File: config.mk
export PLATFORM = sky130hd
export DESIGN_NAME = mult64x64_seq
export DESIGN_NICKNAME = d
export VERILOG_FILES = /design/src/rtl/mult64x64_seq.sv
export SDC_FILE = /design/constraint.sdc
export NUM_CORES = 1
export LEC_CHECK = 0
export CORE_UTILIZATION = 32
export DETAILED_ROUTE_END_ITERATION = 8
export PLACE_DENSITY = 0.62
export SYNTH_ARGS = -nofsm -noshare
export SYNTH_HDL_FRONTEND = slang
export SYNTH_SLANG_ARGS = --single-unit
File: constraint.sdc
create_clock -name clk -period 13.8 [get_ports clk]
set_clock_uncertainty 0.2 [all_clocks]
set_input_delay 1.38 -clock clk [delete_from_list [all_inputs] [get_ports clk]]
set_output_delay 1.38 -clock clk [all_outputs]
set_load 0.01 [all_outputs]
File: src/rtl/mult64x64_seq.sv
// mult64x64_seq: builds a 128-bit unsigned product from four 32x32 partial
// products. It issues the partial products to an external pipelined
// mult32x32 and accumulates the 64-bit results with the correct shifts.
// One slot down-counter schedules both the issue slots and the capture slots.
// Capture never depends on what the multiplier pipeline happens to hold.

module mult64x64_seq #(
  parameter int MUL_LAT = 3  // mult32x32 pipeline depth, legal 1..8
) (
  input  logic         clk,
  input  logic         rst,
  input  logic         start,
  input  logic [63:0]  a,
  input  logic [63:0]  b,
  output logic         busy,
  output logic         done,
  output logic [127:0] o,
  output logic         mul_ce,
  output logic [31:0]  mul_a,
  output logic [31:0]  mul_b,
  input  logic [63:0]  mul_o
);

  // Slot counter width covers the largest loaded value (MUL_LAT+3).
  localparam int CW = $clog2(MUL_LAT + 5);

  // Counter value loaded on the accepting edge E0. Before edge E(j) the
  // counter holds MUL_LAT+4-j, so completion happens when it reads zero.
  localparam logic [CW-1:0] CNT_LOAD   = CW'(MUL_LAT + 3);
  // Counter value at the edge that issues the last partial product (k=3).
  localparam logic [CW-1:0] ISSUE_LAST = CW'(MUL_LAT + 1);
  // Reference value used to recover the issue index from the counter.
  localparam logic [CW-1:0] ISSUE_BASE = CW'(MUL_LAT + 4);
  // Capture slots are the last four counter values (3,2,1,0 -> k=0..3).
  localparam logic [CW-1:0] CAP_FIRST  = CW'(3);

  typedef enum logic [1:0] {
    IDLE  = 2'd0,
    ISSUE = 2'd1,
    DRAIN = 2'd2,
    DONE  = 2'd3
  } state_e;

  // Architectural state.
  state_e          state_q, state_d;
  logic [CW-1:0]   cnt_q,   cnt_d;
  logic [63:0]     a_q,     a_d;
  logic [63:0]     b_q,     b_d;
  logic [127:0]    acc_q,   acc_d;
  logic [127:0]    o_q,     o_d;
  logic            busy_q,  busy_d;
  logic            done_q,  done_d;
  logic            mul_ce_q, mul_ce_d;
  logic [31:0]     mul_a_q, mul_a_d;
  logic [31:0]     mul_b_q, mul_b_d;

  // Datapath helpers.
  logic            accept;
  logic            active;
  logic            capture;
  logic            issue_slot;
  logic [1:0]      issue_k;
  logic [1:0]      capture_k;
  logic [127:0]    partial;
  logic [127:0]    sum;

  // Slot decode: which partial product is issued or captured this edge.
  always_comb begin
    accept     = start && !busy_q;
    active     = (state_q == ISSUE) || (state_q == DRAIN);
    issue_slot = (state_q == ISSUE) && (cnt_q >= ISSUE_LAST);
    issue_k    = 2'(ISSUE_BASE - cnt_q);
    capture    = active && (cnt_q <= CAP_FIRST);
    capture_k  = ~cnt_q[1:0];
  end

  // Align the zero-extended partial product and add it to the accumulator.
  always_comb begin
    partial = '0;
    unique case (capture_k)
      2'd0:    partial = {64'd0, mul_o};
      2'd1,
      2'd2:    partial = {32'd0, mul_o, 32'd0};
      default: partial = {mul_o, 64'd0};
    endcase
    sum = acc_q + partial;
  end

  // Next-state and next-output logic for the sequencer.
  // NOTE: every signal gets its hold value first so no path leaves one
  // unassigned; that is what keeps this block from inferring latches.
  always_comb begin
    state_d  = state_q;
    cnt_d    = cnt_q;
    a_d      = a_q;
    b_d      = b_q;
    acc_d    = acc_q;
    o_d      = o_q;
    busy_d   = busy_q;
    done_d   = 1'b0;
    mul_ce_d = mul_ce_q;
    mul_a_d  = mul_a_q;
    mul_b_d  = mul_b_q;

    unique case (state_q)
      IDLE, DONE: begin
        if (accept) begin
          // Latch the operands and issue partial product k=0 on this
          // same edge, straight from the input ports.
          a_d      = a;
          b_d      = b;
          acc_d    = '0;
          cnt_d    = CNT_LOAD;
          mul_a_d  = a[31:0];
          mul_b_d  = b[31:0];
          busy_d   = 1'b1;
          mul_ce_d = 1'b1;
          state_d  = ISSUE;
        end else begin
          state_d = IDLE;
        end
      end

      ISSUE, DRAIN: begin
        // Issue k=1..3 from the latched operands. Issue and capture slots
        // may overlap when the multiplier latency is short.
        if (issue_slot) begin
          mul_a_d = issue_k[1] ? a_q[63:32] : a_q[31:0];
          mul_b_d = issue_k[0] ? b_q[63:32] : b_q[31:0];
          if (cnt_q == ISSUE_LAST) begin
            state_d = DRAIN;
          end
        end

        if (capture) begin
          acc_d = sum;
        end

        if (cnt_q == '0) begin
          // The last capture slot also publishes the finished product.
          o_d      = sum;
          done_d   = 1'b1;
          busy_d   = 1'b0;
          mul_ce_d = 1'b0;
          state_d  = DONE;
        end else begin
          cnt_d = cnt_q - 1'b1;
        end
      end

      default: begin
        state_d = IDLE;
      end
    endcase
  end

  // State and registered outputs; reset discards any in-flight operation.
  // NOTE: sequential state is written only with non-blocking assignments so
  // every flop samples the values from before the edge.
  always_ff @(posedge clk or posedge rst) begin
    if (rst) begin
      state_q  <= IDLE;
      cnt_q    <= '0;
      a_q      <= '0;
      b_q      <= '0;
      acc_q    <= '0;
      o_q      <= '0;
      busy_q   <= 1'b0;
      done_q   <= 1'b0;
      mul_ce_q <= 1'b0;
      mul_a_q  <= '0;
      mul_b_q  <= '0;
    end else begin
      state_q  <= state_d;
      cnt_q    <= cnt_d;
      a_q      <= a_d;
      b_q      <= b_d;
      acc_q    <= acc_d;
      o_q      <= o_d;
      busy_q   <= busy_d;
      done_q   <= done_d;
      mul_ce_q <= mul_ce_d;
      mul_a_q  <= mul_a_d;
      mul_b_q  <= mul_b_d;
    end
  end

  // Drive the ports directly from flops.
  assign busy   = busy_q;
  assign done   = done_q;
  assign o      = o_q;
  assign mul_ce = mul_ce_q;
  assign mul_a  = mul_a_q;
  assign mul_b  = mul_b_q;

endmodule

==> results.toml <==
[yosys]
async_reset_ff_share_pct = 100
synthDistinctLibCells = 81
seq_area_frac_synth_pct = 41.9
yosysTopAreaCellShare_pct = 41.9
syn_nets = 3663
post-synth-top-count-cell = "nand2_1"
yosys.area.top_type = "dfrtp_1"
synth_area_mm2 = 0.0271
synth_commonest_cells = "804 x nand2_1, 455 x dfrtp_1, 451 x o21ai_0, 269 x a21oi_1, 188 x nor2_1"
synth-seq-cells = 455
yosys_most_used_dff = "dfrtp_1"
synth.area.top_cells = "dfrtp_1 42%, nand2_1 11%, o21ai_0 8.3%, ha_1 6.0%, a21oi_1 5.0%"
synth_warnings = 0
synth_area_per_cell_um2 = 8.14
syn_inst = 3336
synth-edff-count = 0

[floorplanning]
io_pins = 390
start_util_pct = 32.4
fp.coreArea_mm2 = 0.0838
fp.dieW_um = 293
die_area_mm2 = 0.0860
rows = 106
chipHeight_um = 293

[power]
switching_share_pct = 24.5
p_int_w = 0.00230
p_leak_nw = 15.4
clkPwrFrac_pct = 49.9
power_density_mw_per_mm2 = 90.1
combPwrFrac_pct = 6.2
p_seq_share_pct = 43.8
p_switching_w = 0.000745
vdd_drop_max_v = 0.0000919

[cts]
hold_buffers = 0
postCtsSetupRepairBufs = 0
cts_buffer_depth = 3
cts_sinks = 455
path_clk_slew_ns = 0.06
clock_latency_ns = 0.63
cts_root_buf = "clkbuf_16"
numCtsBuffers = 53
htreeDepth = 2
postCtsResizedCells = 0
cts_tree = "built"

[drt]
drt-initial-drc-count = 2146
vias_per_cell = 5.25
avgRoutedWirePerCell_um = 21.0
wl_mm = 100
drc_errors = 0
vias = 25073
first_pass_iters = 6
antenna_left = 0

[setup_path]
worstSetupPathType = "reg -> reg"
critPathCaptureType = "flip-flop"
start_kind = "flip-flop"
worstPathMaxFanout = 101
critPathRequiredTime_ns = 14.06
cp.arrival_ns = 6.82

[global_route]
grt_pass1_wl_mm = 150
grt_start_max_net_pins = 236
grt-ovfl-total = 0
first_global_vias = 23712
grtUsageTotal_pct = 22.8
antenna_found_initial = 6

[timing]
slew_headroom_pct = 15.8
finalHoldViolCount = 0
finalCriticalPeriod_ns = 6.57
setup_viol = 0
rsz0062_at_grt = "false"
final-max-slew-violation-count = 0
finalSetupTns_ns = 0
fin_crit_sh_pct = 47.6
tightestPinTransition_ns = 1.26
fmax_mhz = 152

[finish]
layout-area-overhead-vs-synth_pct = 24.5
nNetsFinal = 3921
final_cell_area_mm2 = 0.0338
final_core_util_pct = 40.3
drive_gt1_share_pct = 4.37

[min_path]
hold_path.class = "reg -> reg"

[placed_design]
routabilityCongestion = 0.999
placed_area_mm2 = 0.0319
dpl.hpwl_mm = 75.8
io_buffers = 389

[outcome]
status = "finished, final reports clean"

[job]
max_cap_viol_count = 0
==> cell type report <==
cell class / count / area, um^2
clock inverters: 26 / 400
diodes: 5 / 12.5
multi-input cells: 2621 / 14800
repair buffers: 411 / 4100
clock buffers: 71 / 1470
fillers: 8564 / 50000
well taps: 1134 / 1420
flip-flops and latches: 455 / 11400
inverters: 52 / 199
==> path summary, 6_finish.rpt <==
check	end	slack [ns]	cells past startpoint	startpoint
max	o[110]	7.23	20	cnt_q[1]
min	b_q[47]	0.27	2	b_q[47]
max reg2reg	o[110]	7.23	20	cnt_q[1]
min reg2reg	b_q[47]	0.27	2	b_q[47]
max in group asynchronous	cnt_q[0]	10.32	4	rst
min in group asynchronous	a_q[11]	1.01	2	rst
==> flip-flops by register name, summed over array words and instances (netlist names) <==
| signal | cells |
|---|---|
| acc_q | 128 |
| o | 128 |
| a_q | 64 |
| b_q | 64 |
| mul_a | 32 |
| mul_b | 32 |
| cnt_q | 3 |
| state_q | 2 |
| done | 1 |
| mul_ce | 1 |
==> power groups by stage <==
stage	logic, W	registers [W]	clock network [W]
5_1_grt	0.000203	0.00133	0.00160
2_1_floorplan	0.0000729	0.00136	0
3_3_place_gp	0.000189	0.00136	0
3_5_place_dp	0.000188	0.00136	0
6_report	0.000190	0.00133	0.00152
4_1_cts	0.000190	0.00133	0.00156
==> worst max-delay path, stage by stage, from the launching register on <==
cell and delay [ns]:
dfrtp_2 0.40, inv_1 0.10, ha_2 0.17, buf_4 0.67, nor2b_4 0.05, buf_4 0.34, and2_1 0.26, ha_1 0.20
fa_1 0.43, a211oi_1 0.33, o211ai_1 0.21, a221oi_2 0.51, a2111oi_4 0.17, o21ai_2 0.35, a31oi_1 0.24, a22oi_1 0.54
o21ai_0 0.34, a211o_1 0.38, a21oi_1 0.16, xor2_1 0.20, o21ai_0 0.11
==> layer usage <==
metal / track usage [%] / routed length, um / vias to the layer above
met3: 4.62 / 7890 / 131
met2: 34.4 / 43600 / 839
met5: 0 / 11 / -
li1: - / - / 12064
met1: 32.7 / 45900 / 12037
met4: 6.89 / 2910 / 2
==> cells in the final DEF, fill, tap and decap left out, types with 16 or more instances in the layout <==
cell type / netlist / layout
a21o_1: 49 / 49
a21oi_1: 269 / 269
a22o_1: 32 / 32
a31oi_1: 16 / 16
and2_1: 69 / 69
buf_4: 1 / 19
clkbuf_16: 0 / 53
clkdlybuf4s50_1: 0 / 389
dfrtp_1: 455 / 453
ha_1: 131 / 129
inv_1: 51 / 50
mux2i_1: 69 / 69
nand2_1: 804 / 803
nand3_1: 125 / 124
nand4_1: 54 / 54
nor2_1: 188 / 186
nor3_1: 24 / 24
o21ai_0: 451 / 451
o21bai_1: 31 / 31
xnor2_1: 75 / 75
xor2_1: 47 / 47
==> cells by family (layout without fill, tap and decap cells) <==
family / after synthesis / after routing / synth area share, %
flip-flops: 455 / 455 / 41.9
AO/OA/AOI/OAI: 970 / 970 / 20.8
multiplexers: 70 / 70 / 2.59
other: 0 / 5 / 0
XOR/XNOR: 122 / 122 / 3.94
buffers and inverters: 260 / 560 / 3.73
AND/OR/NAND/NOR: 1327 / 1327 / 20.9
adder cells (fa/ha/maj): 132 / 132 / 6.11
==> through the flow <==
step / hold WS (ns) / power (W) / setup WS (ns) / instances
after floorplan: 0.245 / 0.00143 / 6.06 / 3336
after global placement: 0.257 / 0.00155 / 7.24 / 4673
after detailed placement: 0.261 / 0.00155 / 7.16 / 4673
after CTS: 0.277 / 0.00308 / 7.28 / 4770
after global routing: 0.289 / 0.00314 / 6.84 / 4774
final: 0.271 / 0.00304 / 7.23 / 4775
(Power assumes the default switching activity.)
